[src/rtl/reg_file_mp.sv]
// reg_file_mp: multi-port register file with busy scoreboard; define REGFILE_BYPASS_EN for same-cycle write-to-read forwarding
module reg_file_mp #(
  parameter int REG_COUNT = 32,
  parameter int REG_WIDTH = 32,
  parameter int ADR_WIDTH = 5,
  parameter int NUM_RD    = 2,
  parameter int NUM_WR    = 2
) (
  input  logic                           clk,
  input  logic                           rst,
  input  logic [NUM_RD*ADR_WIDTH-1:0]    rd_addr_i,
  output logic [NUM_RD*REG_WIDTH-1:0]    rd_data_o,
  output logic [NUM_RD-1:0]              rd_busy_o,
  input  logic [NUM_WR-1:0]              wr_en_i,
  input  logic [NUM_WR*ADR_WIDTH-1:0]    wr_addr_i,
  input  logic [NUM_WR*REG_WIDTH-1:0]    wr_data_i,
  input  logic                           busy_set_i,
  input  logic [ADR_WIDTH-1:0]           busy_addr_i,
  output logic [ADR_WIDTH:0]             busy_cnt_o,
  output logic [REG_WIDTH-1:0]           a0
);
  localparam int A0_IDX = 10;
  localparam logic [ADR_WIDTH:0] ONE = 1;
  logic [REG_WIDTH-1:0] regs_q [REG_COUNT];
  logic [REG_COUNT-1:0] busy_q, busy_d;
  logic [ADR_WIDTH:0]   cnt_q, cnt_d;
  logic [ADR_WIDTH-1:0] wa [NUM_WR];
  logic [REG_WIDTH-1:0] wd [NUM_WR];
  logic [ADR_WIDTH-1:0] ra [NUM_RD];
  logic [NUM_WR-1:0]    wr_ok, dec_ok;
  logic                 set_ok;

  // Unpack port buses; writes and busy sets aimed at x0 are dropped here
  always_comb begin
    set_ok = busy_set_i && busy_addr_i != '0;
    for (int w = 0; w < NUM_WR; w++) begin
      wa[w]    = wr_addr_i[w*ADR_WIDTH +: ADR_WIDTH];
      wd[w]    = wr_data_i[w*REG_WIDTH +: REG_WIDTH];
      wr_ok[w] = wr_en_i[w] && wa[w] != '0;
    end
    for (int p = 0; p < NUM_RD; p++) ra[p] = rd_addr_i[p*ADR_WIDTH +: ADR_WIDTH];
  end

  // Scoreboard next state: clears first, then a set overrides a retiring producer; counter tracks actual bit flips
  always_comb begin
    busy_d = busy_q;
    cnt_d  = cnt_q;
    dec_ok = '0;
    for (int w = 0; w < NUM_WR; w++) if (wr_ok[w]) busy_d[wa[w]] = 1'b0;
    for (int w = 0; w < NUM_WR; w++) begin
      dec_ok[w] = wr_ok[w] && busy_q[wa[w]] && !(set_ok && busy_addr_i == wa[w]);
      for (int v = w + 1; v < NUM_WR; v++) if (wr_ok[v] && wa[v] == wa[w]) dec_ok[w] = 1'b0;
      if (dec_ok[w]) cnt_d = cnt_d - ONE;
    end
    if (set_ok && !busy_q[busy_addr_i]) cnt_d = cnt_d + ONE;
    if (set_ok) busy_d[busy_addr_i] = 1'b1;
  end

  // State update; later write ports land last so the highest index wins a collision
  always_ff @(posedge clk) begin
    if (rst) begin
      for (int i = 0; i < REG_COUNT; i++) regs_q[i] <= '0;
      busy_q <= '0;
      cnt_q  <= '0;
    end else begin
      for (int w = 0; w < NUM_WR; w++) if (wr_ok[w]) regs_q[wa[w]] <= wd[w];
      busy_q <= busy_d;
      cnt_q  <= cnt_d;
    end
  end

  // Combinational read ports, optionally forwarding this cycle's winning write
  always_comb begin
    rd_data_o = '0;
    rd_busy_o = '0;
    for (int p = 0; p < NUM_RD; p++) begin
      rd_data_o[p*REG_WIDTH +: REG_WIDTH] = ra[p] == '0 ? '0 : regs_q[ra[p]];
      rd_busy_o[p] = ra[p] != '0 && busy_q[ra[p]];
`ifdef REGFILE_BYPASS_EN
      for (int w = 0; w < NUM_WR; w++) begin
        if (!rst && wr_ok[w] && wa[w] == ra[p]) begin
          rd_data_o[p*REG_WIDTH +: REG_WIDTH] = wd[w];
          rd_busy_o[p] = set_ok && busy_addr_i == ra[p];
        end
      end
`endif
    end
  end

  assign busy_cnt_o = cnt_q;
  assign a0 = regs_q[A0_IDX];
endmodule
[config.mk]
export PLATFORM = sky130hd
export DESIGN_NAME = reg_file_mp
export DESIGN_NICKNAME = d
export VERILOG_FILES = /design/src/rtl/reg_file_mp.sv
export SDC_FILE = /design/constraint.sdc
export NUM_CORES = 2
export LEC_CHECK = 0
export ABC_AREA = 0
export BUFFER_PORTS_ARGS = -buffer_cell sky130_fd_sc_hd__buf_4
export CORE_UTILIZATION = 30
export DETAILED_ROUTE_END_ITERATION = 12
export PLACE_DENSITY = 0.54
export SYNTH_ARGS = -nofsm -noshare
export SYNTH_HDL_FRONTEND = slang
export SYNTH_SLANG_ARGS = --single-unit
[constraint.sdc]
create_clock -name clk -period 8.51 [get_ports clk]
set_clock_uncertainty 0.05 [all_clocks]
set_input_delay 1.2765 -clock clk [delete_from_list [all_inputs] [get_ports clk]]
set_output_delay 1.2765 -clock clk [all_outputs]
set_load 0.01 [all_outputs]
## Word level (Yosys, flattened, before mapping)

Memories as Yosys holds them, arrays and structs flattened.
Cells that the tools add are included.

| word-level totals | value |
|---|---|
| output and inout port bits | 104 |
| memories | 1 |
| bits in registers | 38 |
| memory bits (writable) | 1024 |

Memories:

| name | words | width | rd ports | clocked after memory_dff | write ports | RTL line | RTL |
|---|---|---|---|---|---|---|---|
| regs_q | 32 | 32 | 3 | 0 | 32 | 24 | `logic [REG_WIDTH-1:0] regs_q [REG_COUNT];` |

| operators by class | value |
|---|---|
| mux-type cells | 39 |
| bitwise operators | 5 |
| order comparisons | 8 |
| add/sub/neg operators | 3 |
| equality and inequality tests | 3 |
| reduce and logical (&&, ||, !) cells | 28 |

Operators with widths:

| operator | count |
|---|---|
| $mux 32 | 7 |
| $and 32x32->32 | 2 |
| $not 32->32 | 2 |
| $reduce_or 32->1 | 2 |
| $or 32x32->32 | 1 |
| $lt 5x6->1 const B | 5 |
| $bmux 1 s5 | 5 |
| $reduce_bool 5->1 | 5 |
| $mux 1 | 19 |
| $mux 6 | 3 |
| $logic_and 1x1->1 | 16 |
| $demux 1 s5 | 3 |
| $eq 5x5->1 | 3 |
| $ge 5x1->1 const B | 3 |
| $sub 6x1->6 const B | 2 |
| $logic_not 5->1 | 2 |
| $mux 5 | 2 |
| $add 6x1->6 const B | 1 |
| $logic_not 1->1 | 3 |

## Longest topological paths before layout

| logic depth | value |
|---|---|
| depth after elaboration | 11 |
| gate-level depth with buffers | 16 |

## Worst setup path before layout

OpenSTA, ideal clock, no wires.

| path | value |
|---|---|
| kind | input to output |
| from | input port rd_addr_i[0] |
| to | output port rd_data_o[15] |
| data arrival time | 3601 ps |
| stages | 7 |
| setup slack | 3583 ps |
| path buffers | 3 |
| cells stage by stage | clkbuf_1 buf_1 buf_1 mux4_2 mux4_2 mux2i_1 nor2_1 |

| between the ends | value |
|---|---|
| cells in the longest elaborated chain, start to end | 2 |
| elaborated cells between the ends (all ways) | 3 |
| those cells by class | mux (1); reduce/logical (1); memory (1) |

RTL lines:

| what | RTL line | RTL |
|---|---|---|
| start: declaration | 11 | `input logic [NUM_RD*ADR_WIDTH-1:0] rd_addr_i,` |
| $mem_v2 32x32 or $logic_not 5->1 (tied branches) | n/a |  |
| $mux 32 (*) | 77 | `rd_data_o[p*REG_WIDTH +: REG_WIDTH] = ra[p] == '0 ? '0 : regs_q[ra[p]];` |
| end: declaration | 12 | `output logic [NUM_RD*REG_WIDTH-1:0] rd_data_o,` |

Mark *: on every way between the ends. The rest lies on a longest branch, timed or not.

## Worst setup path in the final report

| path | value |
|---|---|
| from | input port rd_addr_i[5] |
| to | output port rd_data_o[54] |

The elaborated chain is that of the path after synthesis.

==> out/qor_table.md <==
| Parameter | Value |
| --- | --- |
| Result of the run | finished, final reports clean |
| Remaining antenna violation count | 0 |
| Sequential share of power | 46.0% |
| Sinks on the clock net | 1062 |
| Worst ir drop on vdd | 168.8 uV |
| Initial core utilization | 30.24% |
| Critical Path Most Common Cell | mux4_2 |
| Total stage count of the critical path | 7 |
| RSZ-0062 raised after global routing | false |
| Filler-free cell count of the finished design | 6589 |
| H-tree level count | 3 |
| Combinational cell fraction of total power | 15.0% |
| Time the final worst path needs with I/O delays and setup | 6.257 ns |
| Ranking of synthesized cells by instance count | edfxtp_1, a22o_1, mux4_2, clkbuf_1, nor2_1 |
| Post-placement setup slack | 2.323 ns |
| Row count | 165 |
| Number of synthesis warnings | 0 |
| Worst-path cell with the longest stage delay | mux2i_1 |
| Number of enable-type register cells in the synthesized netlist | 1024 |
| Startpoint types | input pin |
| Number of filler instances in the final layout | 19170 |
| Post-synth design cell area | 61180 um^2 |
| Yosys top cell by area | edfxtp_1 |
| Predominant post-synthesis flop cell | edfxtp_1 |
| Number of nets in the final layout | 3908 |
| Largest fanout on the critical path | 104 |
| Via count of the first global-routing pass | 42990 |
| Layout overhead on the synthesized area | 13.35% |
| Root Buffer Master | clkbuf_16 |
| Final setup fails | 0 |
| Clock-pin transition on the worst setup and hold timing paths | 0.07 ns |
| Clock power frac | 39.0% |
| Bufs and invs on worst path | 3 |
| Share of flip-flops with an asynchronous set or reset | 0% |
| Cell with the most instances after synthesis | edfxtp_1 |
| Ranking of synthesized cells by area | edfxtp_1, mux4_2, a22o_1 |
| Average instance area after synthesis | 15.64 um^2 |
| Layout cell share with drive strength beyond 1 | 32.70% |
| Hold path cells | 2 |
| Placed cell count | 6363 |
| Vias | 44150 |
| Placed inst area | 65480 um^2 |
| Die Span X | 453.6 um |
| Switching power of the nets | 3.663 mW |
| Worst hold path type | register to register |
| Number of buffers inserted during clock tree synthesis | 118 |
| Endpoint of the worst-slack reg-to-reg timing path | busy_cnt_o[5] |
| Count of buffers from port buffering | 197 |
| Critical Path End Type | output pin |
| Quantity of hold-fixing buffers added after cts | 0 |
| Hold path startpoint | busy_q[5] |
| Via-per-instance ratio | 6.701 |
| Placer's final routability congestion estimate | 0.8514 |
| Tightest Pin Transition | 1.249 ns |
| Launch point of the worst reg-to-reg path | busy_q[5] |
| Max_slew headroom | 16.55% |
| Cell breakdown of the critical path | buf_8 -> buf_12 -> mux4_2 -> mux4_2 -> mux2i_1 -> nor2_1 -> buf_4 |
| Antenna violations before repair | 18 |
| Later-pin clock latency in the skew report | 0.80 ns |
| Switching part of the total | 26.95% |
| Reported max-cap violation count | 0 |
| Final worst setup slack | 2.253 ns |
| R2R depth | 12 |
| Pwr Total | 13.59 mW |
| Start-to-end type of the worst setup path | input pin to output pin |
| Starting DRT DRC Count | 6837 |
| Die area | 205800 um^2 |
| Total DRC errors in the routed layout | 0 |
| Achievable clock frequency | 0.1598 GHz |
| PostCTS Resize Cnt | 0 |
| Hold Violations, Final | 0 |
| Fin. max-slew vios | 0 |
| Final total negative setup slack | 0 ns |
| Worst R2R Setup Slack | 4.58 ns |
| CTS tree | yes |
| Pin count of the biggest net entering global routing | 107 |
| Required @ worst endpoint | 7.18 ns |
| Sequential cell area fraction in the yosys report | 51.50% |
| Largest stage delay on the critical path | 0.92 ns |
| Top-level I/O count | 198 |
| Die boundary height | 453.6 um |
| Portion of synthesized cell area occupied by the leading cell type | 50.26% |
| First-pass GRT wire length | 366400 um |
| Overall overflow remaining after global route | 0 |
| Final core utilization | 34.28% |
| Maximum root-to-sink buffer count | 3 |
| Cell count after synthesis | 3913 |
| Total power density per cell area | 196.0 nW/um^2 |
| Detailed-placement wirelength estimate | 151300 um |
| Aggregate routed wire length | 272000 um |
| Endpoint of the worst hold-timing path | busy_q[5] |
| Arrival time at the worst endpoint | 4.93 ns |
| Setup Fix Bufs, Post-CTS | 0 |
| Number of optimization iterations in the first detailed-route pass | 6 |
| Hold_ws | 0.5122 ns |
| Leakage component of the power | 22.78 nW |
| GRT Util Overall | 25.82% |
| Cell internal pwr | 9.930 mW |
| Period Utilization, post-route | 73.53% |
| Number of library cell types mapped by synthesis | 67 |
| Area of the core region | 202300 um^2 |
| Post-route cell area | 69350 um^2 |
| Register bit total from synthesis | 1062 |
| Top cell family by delay on the critical path | multiplexers |
| Drt wl/cell | 41.28 um |
==> routing by layer <==
metal / GRT usage [%] / share of wire (%) / vias up / routed length [um]
met2: 38.95 / 45 / 3509 / 121500
li1: - / - / 16480 / -
met5: 0.1632 / 0.033 / - / 89
met3: 6.573 / 12 / 664 / 31710
met4: 13.96 / 6.0 / 8 / 16360
met1: 33.94 / 38 / 23490 / 102300
==> cells by family (layout without fill, tap and decap cells) <==
kind of cell | after synthesis | count (layout) | share of synthesized area [%]
adders and majority gates | 3 | 3 | 0.06136
AOI/OAI and AO/OA | 1074 | 1074 | 15.10
muxes | 767 | 767 | 26.25
other | 1 | 41 | 0.006129
DFF | 1062 | 1062 | 51.50
and+or+nand+nor | 354 | 354 | 2.787
buffers and inverters | 627 | 591 | 3.896
xor gates and xnor gates | 25 | 25 | 0.4029
==> area by class of cell <==
| cell class | instances | area, um^2 | share of cell area [%] |
|---|---|---|---|
| sequential | 1062 | 31510 | 45.44 |
| multi-input combinational | 2255 | 27860 | 40.17 |
| tap | 2672 | 3343 | 4.821 |
| clock buffer | 153 | 3127 | 4.509 |
| timing repair buffer | 334 | 2620 | 3.778 |
| clock inverter | 64 | 723.2 | 1.043 |
| inverter | 40 | 150.1 | 0.2165 |
| antenna | 9 | 22.52 | 0.03247 |
==> power groups by stage <==
| stage | registers, mW | logic (mW) | clock network [mW] |
|---|---|---|---|
| after floorplan | 6.28 | 1.24 | 0 |
| after global placement | 6.33 | 2.01 | 0 |
| after detailed placement | 6.35 | 2.02 | 0 |
| after CTS | 6.24 | 2.02 | 5.33 |
| after global routing | 6.28 | 2.10 | 5.51 |
| final | 6.25 | 2.04 | 5.30 |
==> layout by cell type, fill, tap and decap left out, types with 5 or more instances in the layout <==
cell type  synthesis  layout
edfxtp_1        1024    1024
a22o_1           992     992
mux4_2           669     669
buf_4              1     322
nor2_1           184     151
clkbuf_16          0     120
mux2i_1           93      93
inv_1             40      40
dfxtp_1           38      38
nor2_4             0      33
clkbuf_1         518      33
conb_1             1      32
nor3_2             0      31
nand2_1           25      25
or3_2              0      24
clkinv_1           0      24
o21ai_0           19      19
o22ai_1           18      18
xnor2_1           14      14
clkinv_2           0      14
bufinv_16          0      14
a21oi_1           13      13
nand3_1           12      12
nand3b_1          11      11
diode_2            0       9
xor2_1             9       9
or2_2              7       7
nor3_1            38       7
or3b_1             6       6
nand2b_2           0       6
buf_12             0       6
nor3b_1            5       5
==> worst max-delay path by stage <==
stage	slack [ns]	from	end
floorplan	3.58	rd_addr_i[0]	rd_data_o[15]
global placement	2.30	rd_addr_i[5]	rd_data_o[54]
detailed placement	2.32	rd_addr_i[5]	rd_data_o[54]
CTS	2.32	rd_addr_i[5]	rd_data_o[54]
global route	2.04	rd_addr_i[5]	rd_data_o[54]
finish	2.25	rd_addr_i[5]	rd_data_o[54]
==> tightest hold or removal path, stage by stage, from the launching register on <==
cell and delay [ns]:
dfxtp_1 0.35, inv_1 0.08, o21ai_0 0.08
==> state kept, by name, summed over array words and instances, names as in the netlist <==
name        flops
regs_q       1024
busy_q         32
busy_cnt_o      6
No activity file was read; power rests on OpenSTA's default activity.
